## src/rtl/lu_scan_pkg.sv

```systemverilog
// Shared definitions for the lu_scan grid/circle membership scanner:
// bus and grid defaults, field widths, mode and state encodings, circle test.
package lu_scan_pkg;

    localparam int LU_BUS_SZ = 4;
    localparam int LU_GRID   = 8;
    localparam int COORD_W   = 4;
    localparam int RAD_W     = 4;
    localparam int DIST_W    = 9;

    typedef enum logic [1:0] {
        MODE_A        = 2'd0,
        MODE_A_AND_B  = 2'd1,
        MODE_A_XOR_B  = 2'd2,
        MODE_TWO_OF_3 = 2'd3
    } lu_mode_e;

    typedef enum logic [1:0] {
        ST_IDLE  = 2'd0,
        ST_CLEAR = 2'd1,
        ST_SCAN  = 2'd2,
        ST_DONE  = 2'd3
    } lu_state_e;

    typedef struct packed {
        logic [COORD_W-1:0] x;
        logic [COORD_W-1:0] y;
        logic [RAD_W-1:0]   r;
    } lu_circle_t;

    // Absolute differences keep every term non-negative, so 9 bits hold the
    // worst case 15^2 + 15^2 even for centres far outside the grid.
    function automatic logic in_circle(input logic [COORD_W-1:0] px,
                                       input logic [COORD_W-1:0] py,
                                       input lu_circle_t         c);
        logic [COORD_W-1:0] dx;
        logic [COORD_W-1:0] dy;
        logic [DIST_W-1:0]  dxw;
        logic [DIST_W-1:0]  dyw;
        logic [DIST_W-1:0]  rw;
        dx  = (px >= c.x) ? (px - c.x) : (c.x - px);
        dy  = (py >= c.y) ? (py - c.y) : (c.y - py);
        dxw = DIST_W'(dx);
        dyw = DIST_W'(dy);
        rw  = DIST_W'(c.r);
        return ((dxw * dxw) + (dyw * dyw)) <= (rw * rw);
    endfunction

endpackage

```

## src/rtl/lu_scan_point.sv

```systemverilog
// Combinational membership test of one grid point against three circles,
// combined according to the set-function mode.
module lu_point
    import lu_scan_pkg::*;
(
    input  logic [COORD_W-1:0] px_i,
    input  logic [COORD_W-1:0] py_i,
    input  lu_circle_t         circ_a_i,
    input  lu_circle_t         circ_b_i,
    input  lu_circle_t         circ_c_i,
    input  lu_mode_e           mode_i,
    output logic               hit_o
);

    logic       in_a;
    logic       in_b;
    logic       in_c;
    logic [1:0] n_in;

    always_comb begin
        hit_o = 1'b0;
        in_a  = in_circle(px_i, py_i, circ_a_i);
        in_b  = in_circle(px_i, py_i, circ_b_i);
        in_c  = in_circle(px_i, py_i, circ_c_i);
        n_in  = {1'b0, in_a} + {1'b0, in_b} + {1'b0, in_c};
        case (mode_i)
            MODE_A:        hit_o = in_a;
            MODE_A_AND_B:  hit_o = in_a & in_b;
            MODE_A_XOR_B:  hit_o = in_a ^ in_b;
            MODE_TWO_OF_3: hit_o = (n_in == 2'd2);
            default:       hit_o = 1'b0;
        endcase
    end

endmodule

```

## src/rtl/lu_scan.sv

```systemverilog
// Scans a GRID x GRID point grid LANES points per beat and streams hit masks
// to an external accumulator. Define LU_PIPE_EN to register hit_o/acc_en_o.
//
// state | meaning
// IDLE  | waiting for en_i, parameters captured on accept
// CLEAR | one-cycle accumulator clear
// SCAN  | one hit beat per cycle, beat counter 0..BEATS-1
// DONE  | scan finished (done_o here unless pipelined)
module lu_scan
    import lu_scan_pkg::*;
#(
    parameter int LANES = LU_BUS_SZ,
    parameter int GRID  = LU_GRID
) (
    input  logic                 clk_i,
    input  logic                 rst_ni,
    input  logic                 en_i,
    input  logic [6*COORD_W-1:0] central_i,
    input  logic [3*RAD_W-1:0]   radius_i,
    input  logic [1:0]           mode_i,
    output logic                 busy_o,
    output logic                 acc_clear_o,
    output logic                 acc_en_o,
    output logic [LANES-1:0]     hit_o,
    output logic                 done_o
);

    localparam int BEATS  = (GRID * GRID) / LANES;
    localparam int BEAT_W = (BEATS > 1) ? $clog2(BEATS) : 1;
    localparam int PT_W   = (GRID * GRID > 1) ? $clog2(GRID * GRID) : 1;
    localparam logic [BEAT_W-1:0] LAST_BEAT = BEAT_W'(BEATS - 1);

    lu_state_e            state_q, state_d;
    logic [BEAT_W-1:0]    beat_q, beat_d;
    logic [6*COORD_W-1:0] cen_q, cen_d;
    logic [3*RAD_W-1:0]   rad_q, rad_d;
    lu_mode_e             mode_q, mode_d;

    logic             tail_busy;
    logic             start;
    logic             scan_act;
    logic [LANES-1:0] lane_hit;
    logic [LANES-1:0] hit_comb;
    lu_circle_t       circ_a, circ_b, circ_c;

    always_ff @(posedge clk_i or negedge rst_ni) begin
        if (!rst_ni) begin
            state_q <= ST_IDLE;
            beat_q  <= '0;
            cen_q   <= '0;
            rad_q   <= '0;
            mode_q  <= MODE_A;
        end else begin
            state_q <= state_d;
            beat_q  <= beat_d;
            cen_q   <= cen_d;
            rad_q   <= rad_d;
            mode_q  <= mode_d;
        end
    end

    // A pipelined tail still counts as busy, so a start there is dropped.
    assign start = (state_q == ST_IDLE) && en_i && !tail_busy;

    always_comb begin
        state_d = state_q;
        beat_d  = beat_q;
        cen_d   = cen_q;
        rad_d   = rad_q;
        mode_d  = mode_q;
        case (state_q)
            ST_IDLE: begin
                if (start) begin
                    state_d = ST_CLEAR;
                    beat_d  = '0;
                    cen_d   = central_i;
                    rad_d   = radius_i;
                    mode_d  = lu_mode_e'(mode_i);
                end
            end
            ST_CLEAR: state_d = ST_SCAN;
            ST_SCAN: begin
                if (beat_q == LAST_BEAT) begin
                    state_d = ST_DONE;
                    beat_d  = '0;
                end else begin
                    beat_d = beat_q + BEAT_W'(1);
                end
            end
            ST_DONE: state_d = ST_IDLE;
            default: state_d = ST_IDLE;
        endcase
    end

    assign circ_a = lu_circle_t'({cen_q[6*COORD_W-1 -: 2*COORD_W], rad_q[3*RAD_W-1 -: RAD_W]});
    assign circ_b = lu_circle_t'({cen_q[4*COORD_W-1 -: 2*COORD_W], rad_q[2*RAD_W-1 -: RAD_W]});
    assign circ_c = lu_circle_t'({cen_q[2*COORD_W-1 -: 2*COORD_W], rad_q[RAD_W-1 -: RAD_W]});

    // Lane k covers point LANES*beat + k; grid coordinates are 1-based.
    for (genvar k = 0; k < LANES; k++) begin : g_lane
        logic [PT_W-1:0]    pt;
        logic [COORD_W-1:0] px;
        logic [COORD_W-1:0] py;

        assign pt = PT_W'(beat_q) * PT_W'(LANES) + PT_W'(k);
        assign px = COORD_W'(pt % PT_W'(GRID)) + COORD_W'(1);
        assign py = COORD_W'(pt / PT_W'(GRID)) + COORD_W'(1);

        lu_point u_point (
            .px_i     (px),
            .py_i     (py),
            .circ_a_i (circ_a),
            .circ_b_i (circ_b),
            .circ_c_i (circ_c),
            .mode_i   (mode_q),
            .hit_o    (lane_hit[k])
        );
    end

    assign scan_act    = (state_q == ST_SCAN);
    assign hit_comb    = scan_act ? lane_hit : '0;
    assign acc_clear_o = (state_q == ST_CLEAR);
    assign busy_o      = (state_q != ST_IDLE) || tail_busy;

`ifdef LU_PIPE_EN
    logic             acc_en_q;
    logic [LANES-1:0] hit_q;
    logic             done_q;

    always_ff @(posedge clk_i or negedge rst_ni) begin
        if (!rst_ni) begin
            acc_en_q <= 1'b0;
            hit_q    <= '0;
            done_q   <= 1'b0;
        end else begin
            acc_en_q <= scan_act;
            hit_q    <= hit_comb;
            done_q   <= (state_q == ST_DONE);
        end
    end

    assign tail_busy = done_q;
    assign acc_en_o  = acc_en_q;
    assign hit_o     = hit_q;
    assign done_o    = done_q;
`else
    assign tail_busy = 1'b0;
    assign acc_en_o  = scan_act;
    assign hit_o     = hit_comb;
    assign done_o    = (state_q == ST_DONE);
`endif

endmodule

```

## config.mk

```make
export PLATFORM = sky130hd
export DESIGN_NAME = lu_scan
export DESIGN_NICKNAME = d
export VERILOG_FILES = /design/src/rtl/lu_scan_pkg.sv /design/src/rtl/lu_scan_point.sv /design/src/rtl/lu_scan.sv
export SDC_FILE = /design/constraint.sdc
export NUM_CORES = 1
export LEC_CHECK = 0
export ABC_AREA = 1
export BUFFER_PORTS_ARGS = -buffer_cell sky130_fd_sc_hd__buf_2
export CAP_MARGIN = 10
export CELL_PAD_IN_SITES_DETAIL_PLACEMENT = 1
export CELL_PAD_IN_SITES_GLOBAL_PLACEMENT = 1
export CORE_MARGIN = 4
export CORE_UTILIZATION = 40
export CTS_CLUSTER_DIAMETER = 60
export DETAILED_ROUTE_END_ITERATION = 12
export PLACE_DENSITY = 0.73
export SYNTH_ARGS = -nofsm -noshare
export SYNTH_HDL_FRONTEND = slang
export SYNTH_SLANG_ARGS = --single-unit
```

## constraint.sdc

```tcl
create_clock -name clk_i -period 7 [get_ports clk_i]
set_input_delay 0.7 -clock clk_i [delete_from_list [all_inputs] [get_ports clk_i]]
set_output_delay 0.7 -clock clk_i [all_outputs]
set_load 0.01 [all_outputs]
```

==> results of run 1 <==
## critical path, delay by kind of cell, from the launching register on
family                     cells  cell delay, ns
buffers and inverters          8            0.70
AOI/OAI and AO/OA              3            0.29
DFF                            1            0.43
adders and majority gates     10            3.93
and+or+nand+nor               13            1.50
xor gates and xnor gates       1            0.16
## metrics by stage
| stage | TNS (ns) | worst slack (ns) | hold slack [ns] | instance area, um^2 |
|---|---|---|---|---|
| final | -3.89 | -1.05 | 0.498 | 19200 |
| after global routing | -5.16 | -1.37 | 0.556 | 19200 |
| after CTS | -3.84 | -1.01 | 0.527 | 18700 |
| after detailed placement | -3.14 | -0.843 | 0.510 | 18100 |
| after global placement | -2.29 | -0.604 | 0.498 | 18100 |
| after floorplan | -0.775 | -0.260 | 0.404 | 15200 |
## per-layer routing
| metal | GRT usage, % | part of all wire (%) | up-vias |
|---|---|---|---|
| met5 | 0 | 0 | - |
| met4 | 8.16 | 3.6 | 0 |
| met3 | 2.57 | 2.5 | 93 |
| met2 | 45.1 | 53 | 180 |
| met1 | 26.4 | 41 | 6913 |
| li1 | - | - | 6806 |
## state kept, by name (all words and copies together), names as in the netlist
name     cells
beat_q       4
cen_q       24
mode_q       2
rad_q       12
state_q      2
## worst paths after layout
| check | from | end | slack [ns] | cells past startpoint |
|---|---|---|---|---|
| hold / removal | rst_ni | rad_q[5]$_DFFE_PN0P_ | 0.50 | 2 |
| setup / recovery | beat_q[1]$_DFFE_PN0P_ | hit_o[2] | -1.05 | 35 |
| min in group clk_i | cen_q[11]$_DFFE_PN0P_ | cen_q[11]$_DFFE_PN0P_ | 0.53 | 2 |
| hold reg to reg | cen_q[11]$_DFFE_PN0P_ | cen_q[11]$_DFFE_PN0P_ | 0.53 | 2 |
| max in group asynchronous | rst_ni | beat_q[0]$_DFFE_PN0P_ | 6.00 | 2 |
| setup reg to reg | state_q[0]$_DFFE_PN0P_ | beat_q[2]$_DFFE_PN0P_ | 4.62 | 6 |
## Yosys cell counts (all sizes together), types with 2 or more instances
master / number / area (um^2)
o21bai: 3 / 22.5
nand4: 17 / 106
a211oi: 2 / 15.0
xor2: 63 / 552
nand3b: 5 / 37.5
xnor2: 18 / 158
fa: 147 / 2940
inv: 465 / 1750
o21a: 7 / 53.8
or3: 3 / 18.8
buf: 10 / 53.8
or2: 5 / 31.3
nand3: 54 / 275
nor3: 4 / 20.0
o21ai: 107 / 584
nand2: 391 / 1490
a22oi: 2 / 33.8
a31oi: 15 / 100
nor2: 139 / 552
and2: 3 / 18.8
ha: 351 / 4390
a21oi: 75 / 383
dfrtp: 44 / 1100
a21o: 12 / 90.1
clkbuf: 7 / 26.3
## kinds of logic after synthesis
family	share of synthesized area (%)
xor+xnor	4.78
simple gates	17.2
flops	7.42
compound gates	8.80
fa+ha+maj	49.4
buf+inv	12.3
## area by class of cell
class,instances,area [um^2],area share [%]
multi-input cells,1427,12800,66.6
repair buffers,374,2790,14.5
flip-flops and latches,44,1100,5.74
clock inverters,3,46.3,0.241
inverters,466,1760,9.17
well taps,468,586,3.05
clock buffers,5,125,0.651
## repair_timing
item,4_1_cts,5_1_grt
setup endpoints to repair,4,4
endpoints found under the hold margin,0,0
resized for setup,71,96
hold buffers,0,0
pin swaps,83,123
setup buffers,25,14
==> out/qor.yml, run 1 <==
postRouteAntennaNets: 0
clock-sinks: 44
via_per_inst: 5.02
period_minus_slack_ns: 8.05
io_pins: 49
place.gp.congestion: 0.871
maxSlewHeadroom_pct: 38.6
final_hold_viol_count: 0
cp_slowest_cell: "fa_1"
die_area_mm2: 0.0402
drt_iter0_drc: 430
required_ns: 6.30
async_reset_ff_share_pct: 100
synthDistinctLibCells: 46
layout-drive-gt1-share_pct: 27.3
cts_made_buffers: 5
grt_max_degree: 45
ys_seq_area_share_pct: 7.42
drc: 0
cp-start-kind: "flip-flop"
clkTransAtPathRegs_ns: 0.08
area_growth_pct: 29.5
ys_seq_elements: 44
finalNetCount: 2857
dp_hpwl_mm: 39.8
antenna_found_initial: 1
setup_ws_ns: -1.05
cts_tree: "built"
run_status: "complete, but fails checks"
yosysWarnings: 0
period_share_pct: 115
dr_total_vias: 14000
n_antenna_cell: 0
fmax_mhz: 124
routedWlPerCell_um: 17.3
grtUsageTotal_pct: 23.3
failed_checks: "setup timing"
final_common_cell: "inv_1"
end_kind: "output port"
dp_cells: 2740
slowest_delay_ns: 0.55
tightest_slew_ns: 0.914
rsz0062_at_grt: "true"
synthFlopType: "dfrtp_1"
cp.arrival_ns: 7.35
postSynthCellCount: 1954
clock-root-buffer: "clkbuf_16"
critical_path.max_fanout: 4
hold_class: "in2async"
synth_edf_count: 0
start_util_pct: 40.5
crit_type: "reg2out"
fillers: 4505
max-cap-violations: 0
syn_avg_cell_area_um2: 7.59
die_h_um: 201
coreArea_mm2: 0.0366
dr.pass1.iters: 4
finalClockSkew_ns: 0.0113
setup-violations-final: 4
post-route-util_pct: 52.5
syn_nets: 2493
grt.overflow.total: 0
layout.cells.non_filler: 2787
synth.cell_area_mm2: 0.0148
dieWidth_um: 201
clk_path_buf_depth: 2
wirelength_mm: 48.1
grt_pass1_wl_mm: 77.4
slew_violations: 0
final_cell_mix: "inv_1, nand2_1, ha_1"
clock_latency_ns: 0.32
portBuffers: 48
grt_pass1_vias: 15900
rows: 70
htreeDepth: 2
Power of run 1 is not shown: default switching activity piles up to over one toggle a cycle in this logic, so the estimate is an artifact.
==> run 2: changes to the inputs <==
==> constraint.sdc (replaced) <==
create_clock -name clk_i -period 6.65 [get_ports clk_i]
set_input_delay 0.665 -clock clk_i [delete_from_list [all_inputs] [get_ports clk_i]]
set_output_delay 0.665 -clock clk_i [all_outputs]
set_load 0.01 [all_outputs]
==> run 2 against run 1 <==
  * The run still ends with setup timing left
  * Sequential cell count unchanged
  * Sequential share of layout area about the same
  * Count of clock-buffer cells in the layout unchanged
==> out/qor.yml, run 2 (synthesis results as in run 1) <==
hold_buffers: 0
dp_hpwl_mm: 39.9
dr.max_layer_used: "met4"
run_status: "complete, but fails checks"
clk_path_buf_depth: 2
grt_max_degree: 45
dieWidth_um: 201
cts_tree: "built"
failed_checks: "setup timing"
routedWlPerCell_um: 16.7
largestRegisters: "cen_q x24, rad_q x12, beat_q x4"
largest_reg_flops: 24
dr_total_vias: 14000
final_common_cell: "inv_1"
crit_type: "reg2out"
coreArea_mm2: 0.0366
rsz0062_at_grt: "true"
dpl_cell_area_mm2: 0.0184
slowest_delay_ns: 0.55
final_cell_area_mm2: 0.0193
grtUsageTotal_pct: 23.5
rows: 70
cp-start-kind: "flip-flop"
start_util_pct: 40.5
via_per_inst: 4.97
finalClockSkew_ns: 0.00851
wirelength_mm: 47.3
max-cap-violations: 0
finalNetCount: 2895
io_pins: 49
fmax_mhz: 126
cp.arrival_ns: 7.29
wl_met1_mm: 19.7
slew_violations: 0
cts_made_buffers: 5
die_area_mm2: 0.0402
grt_pass1_wl_mm: 78.2
grt.overflow.total: 0
postRouteAntennaNets: 0
tightest_slew_ns: 0.940
cp_slowest_cell: "fa_1"
hold_class: "in2async"
hold_ws_ns: 0.465
clkTransAtPathRegs_ns: 0.08
clock-sinks: 44
cp_common_cell: "nand2_1"
met2_length_mm: 25.7
setup-violations-final: 4
antenna_found_initial: 0
final_hold_viol_count: 0
required_ns: 5.98
n_antenna_cell: 0
dr.pass1.iters: 4
area_growth_pct: 30.1
clock_latency_ns: 0.32
period_share_pct: 120
critical_path.max_fanout: 5
final_cell_mix: "inv_1, nand2_1, buf_4"
clock-root-buffer: "clkbuf_16"
period_minus_slack_ns: 7.95
htreeDepth: 2
portBuffers: 48
grt_pass1_vias: 16000
r2r.worst_path.cells: 7
end_kind: "output port"
place.gp.congestion: 0.863
layout-drive-gt1-share_pct: 26.9
drc: 0
setup_ws_ns: -1.30
die_h_um: 201
top_register: "cen_q"
drt_iter0_drc: 388
wl_met3_um: 728
maxSlewHeadroom_pct: 36.8
## run 2: final timing paths
| check | start | to | slack, ns |
|---|---|---|---|
| min reg2reg | cen_q[11]$_DFFE_PN0P_ | cen_q[11]$_DFFE_PN0P_ | 0.53 |
| max reg2reg | state_q[0]$_DFFE_PN0P_ | beat_q[3]$_DFFE_PN0P_ | 4.31 |
| max | beat_q[1]$_DFFE_PN0P_ | hit_o[1] | -1.30 |
| min in group clk_i | cen_q[11]$_DFFE_PN0P_ | cen_q[11]$_DFFE_PN0P_ | 0.53 |
| min | rst_ni | rad_q[5]$_DFFE_PN0P_ | 0.47 |
| max in group asynchronous | rst_ni | beat_q[1]$_DFFE_PN0P_ | 5.68 |
## run 2: metrics by stage
stage          std cells  TNS [ns]  setup slack (ns)  utilization (%)
3_3_place_gp        2773     -3.68            -0.980             50.2
6_report            2825     -5.12             -1.30             52.7
4_1_cts             2810     -5.34             -1.42             51.7
2_1_floorplan       1954     -2.04            -0.575                -
3_5_place_dp        2773     -4.41             -1.16             50.2
5_1_grt             2825     -6.47             -1.64             52.7
## run 2: timing repair
item / CTS / global route
pin swaps: 77 / 67
gates resized for setup: 51 / 67
cloned: 0 / 0
endpoints found under the setup margin: 4 / 4
setup buffers: 29 / 15
## run 2: area by class of cell
class | count | area [um^2]
clock buffer | 5 | 125
clock inverter | 3 | 46.3
fill | 4620 | 17300
inverter | 466 | 1760
multi-input combinational | 1427 | 12600
sequential | 44 | 1100
tap | 468 | 586
timing repair buffer | 412 | 3060
## run 2: worst max-delay path, delay by kind of cell, from the launching register on
family	cells	cell delay [ns]
adder cells (fa/ha/maj)	10	4.14
AND/OR/NAND/NOR	14	1.22
buffers and inverters	8	0.68
AO/OA/AOI/OAI	4	0.50
flip-flops	1	0.43
## run 2: layer usage
| metal | GRT usage [%] | vias to the layer above |
|---|---|---|
| li1 | - | 6883 |
| met1 | 27.3 | 6961 |
| met2 | 46.5 | 128 |
| met3 | 1.58 | 69 |
| met4 | 6.02 | 0 |
| met5 | 0 | - |
Power of run 2 is left out for the same reason.
==> run 3: changes to the inputs <==
--- a/config.mk
+++ b/config.mk
@@ -12,9 +12,11 @@
 export CELL_PAD_IN_SITES_GLOBAL_PLACEMENT = 1
 export CORE_MARGIN = 4
 export CORE_UTILIZATION = 40
+export CTS_BUF_LIST = sky130_fd_sc_hd__clkbuf_16
 export CTS_CLUSTER_DIAMETER = 60
 export DETAILED_ROUTE_END_ITERATION = 12
 export PLACE_DENSITY = 0.73
 export SYNTH_ARGS = -nofsm -noshare
 export SYNTH_HDL_FRONTEND = slang
+export SYNTH_HIERARCHICAL = 1
 export SYNTH_SLANG_ARGS = --single-unit
==> run 3 against run 2 <==
  * The run still ends with setup timing left
  * Via count is 59% higher
  * Register-to-register slack better by 0.25 ns
  * Critical path type unchanged
  * Sequential share of layout area fell by 1.9 points
  * Critical path depth rose by 1
  * Worst hold slack got worse by 0.0049 ns
  * Sequential cell count is the same
  * Cell count increased by 59%
  * Global-route usage increased by 1.7 points
==> out/qor.yml, run 3 <==
run_status: "complete, but fails checks"
failed_checks: "setup timing"
place_ws_ns: -1.48
slowest_delay_ns: 0.52
postRouteAntennaNets: 0
cp_common_cell: "nand2_1"
antenna_found_initial: 2
synthFlopType: "dfrtp_1"
htreeDepth: 2
clk_path_buf_depth: 2
grt_max_degree: 45
synth.top_cell.area_share_pct: 28.5
layout-drive-gt1-share_pct: 26.2
top_register: "cen_q"
maxSlewHeadroom_pct: 35.4
cp.arrival_ns: 7.47
rows: 86
dp_hpwl_mm: 61.3
fmax_mhz: 123
setup_ws_ns: -1.48
hold_class: "in2async"
drt_iter0_drc: 726
drc: 0
finalClockSkew_ns: 0.00883
routedWlPerCell_um: 17.7
area_growth_pct: 29.3
postSynthCellCount: 3125
ys_seq_elements: 44
largest_reg_flops: 24
synth.cell_area_mm2: 0.0226
period_minus_slack_ns: 8.13
synthDistinctLibCells: 38
die_area_mm2: 0.0604
largestRegisters: "cen_q x24, rad_q x12, beat_q x4"
cts_made_buffers: 5
yosys-top-cells-area: "ha_1, fa_1, inv_1, nand2_1, dfrtp_1"
coreArea_mm2: 0.0555
dpl_cell_area_mm2: 0.0273
tightest_slew_ns: 0.969
final_common_cell: "inv_1"
yosysMostFrequentCell: "inv_1"
end_kind: "output port"
period_share_pct: 122
tns_ns: -5.81
async_reset_ff_share_pct: 100
ys_seq_area_share_pct: 4.87
setup-violations-final: 4
grt_pass1_wl_mm: 125
clock_latency_ns: 0.33
cp-start-kind: "flip-flop"
wirelength_mm: 79.5
dieWidth_um: 246
grtUsageTotal_pct: 25.2
clock-sinks: 44
portBuffers: 48
io_pins: 49
die_h_um: 246
final_cell_mix: "inv_1, nand2_1, buf_4"
synth_common_cells: "inv_1, nand2_1, ha_1, fa_1, nor2_1"
critical_path.max_fanout: 4
crit_type: "reg2out"
clock-root-buffer: "clkbuf_16"
required_ns: 5.98
dr_total_vias: 22400
final_cell_area_mm2: 0.0292
yosysTopAreaCell: "ha_1"
clkTransAtPathRegs_ns: 0.09
max-cap-violations: 0
grt.overflow.total: 0
dr.pass1.iters: 5
place.gp.congestion: 0.919
syn_avg_cell_area_um2: 7.23
synth_edf_count: 0
start_util_pct: 40.7
finalNetCount: 4487
yosysWarnings: 6
final_hold_viol_count: 0
slew_violations: 0
rsz0062_at_grt: "true"
cts_tree: "built"
cp_slowest_cell: "fa_1"
grt_pass1_vias: 25700
via_per_inst: 4.98
[run 3: cell count changes after synthesis, moves of 37 or more]
cell,previous run,this run
inv_1,448,760
ha_1,351,515
inv_2,17,55
fa_1,147,188
nand2_1,383,657
o21ai_0,78,41
nor2_1,131,183
a21oi_1,73,123
xor2_1,63,108
nand3_1,53,130
[run 3: worst max-delay path: cells and delay by family (launching register included)]
| family | cells | cell delay [ns] |
|---|---|---|
| AOI/OAI and AO/OA | 5 | 0.71 |
| adders and majority gates | 10 | 4.18 |
| buffers and inverters | 8 | 0.78 |
| DFF | 1 | 0.46 |
| and+or+nand+nor | 14 | 0.98 |
[run 3: repair_timing]
action,in CTS,in global routing
buffers inserted,55,26
setup endpoints to repair,4,4
pin swaps,117,69
resized for setup,158,86
hold buffers,0,0
[run 3: path summary, 6_finish.rpt]
path | startpoint | endpoint | slack, ns | depth (start not counted)
max | beat_q[2]$_DFFE_PN0P_ | hit_o[0] | -1.48 | 37
min | rst_ni | rad_q[7]$_DFFE_PN0P_ | 0.46 | 2
max reg2reg | state_q[0]$_DFFE_PN0P_ | beat_q[0]$_DFFE_PN0P_ | 4.56 | 7
min reg2reg | state_q[1]$_DFFE_PN0P_ | state_q[1]$_DFFE_PN0P_ | 0.54 | 2
max in group asynchronous | rst_ni | cen_q[21]$_DFFE_PN0P_ | 5.61 | 2
min in group clk_i | radius_i[6] | rad_q[6]$_DFFE_PN0P_ | 0.52 | 3
[run 3: final cells by class]
| cell class | count | area (um^2) |
|---|---|---|
| Multi-Input combinational cell | 2288 | 19400 |
| Fill cell | 7054 | 26300 |
| Antenna cell | 3 | 7.51 |
| Inverter | 815 | 3070 |
| Clock buffer | 5 | 125 |
| Tap cell | 748 | 936 |
| Timing Repair Buffer | 589 | 4480 |
| Sequential cell | 44 | 1110 |
| Clock inverter | 3 | 46.3 |
[run 3: metrics by stage]
stage | utilization (%) | std cells | hold WS (ns)
after global routing | 52.6 | 4494 | 0.508
after detailed placement | 49.2 | 4404 | 0.526
final | 52.6 | 4495 | 0.460
after CTS | 51.6 | 4466 | 0.478
after floorplan | - | 3180 | 0.369
after global placement | 49.2 | 4404 | 0.519
[run 3: cells by family (layout without fill, tap and decap cells)]
family | count (synthesis) | in the layout | share of synthesized area, %
buf+inv | 848 | 1412 | 14.9
xor+xnor | 152 | 152 | 5.89
simple gates | 1061 | 1061 | 19.6
compound gates | 315 | 315 | 9.55
other cells | 2 | 60 | 0.0332
flops | 44 | 44 | 4.87
fa+ha+maj | 703 | 703 | 45.1
[run 3: per-layer routing]
metal / up-vias / share of wire (%) / GRT usage [%]
li1: 10700 / - / -
met1: 10900 / 40 / 28.2
met2: 473 / 52 / 48.1
met3: 233 / 3.6 / 3.64
met4: 0 / 4.5 / 9.34
met5: - / 0 / 0
Power of run 3 is left out for the same reason.
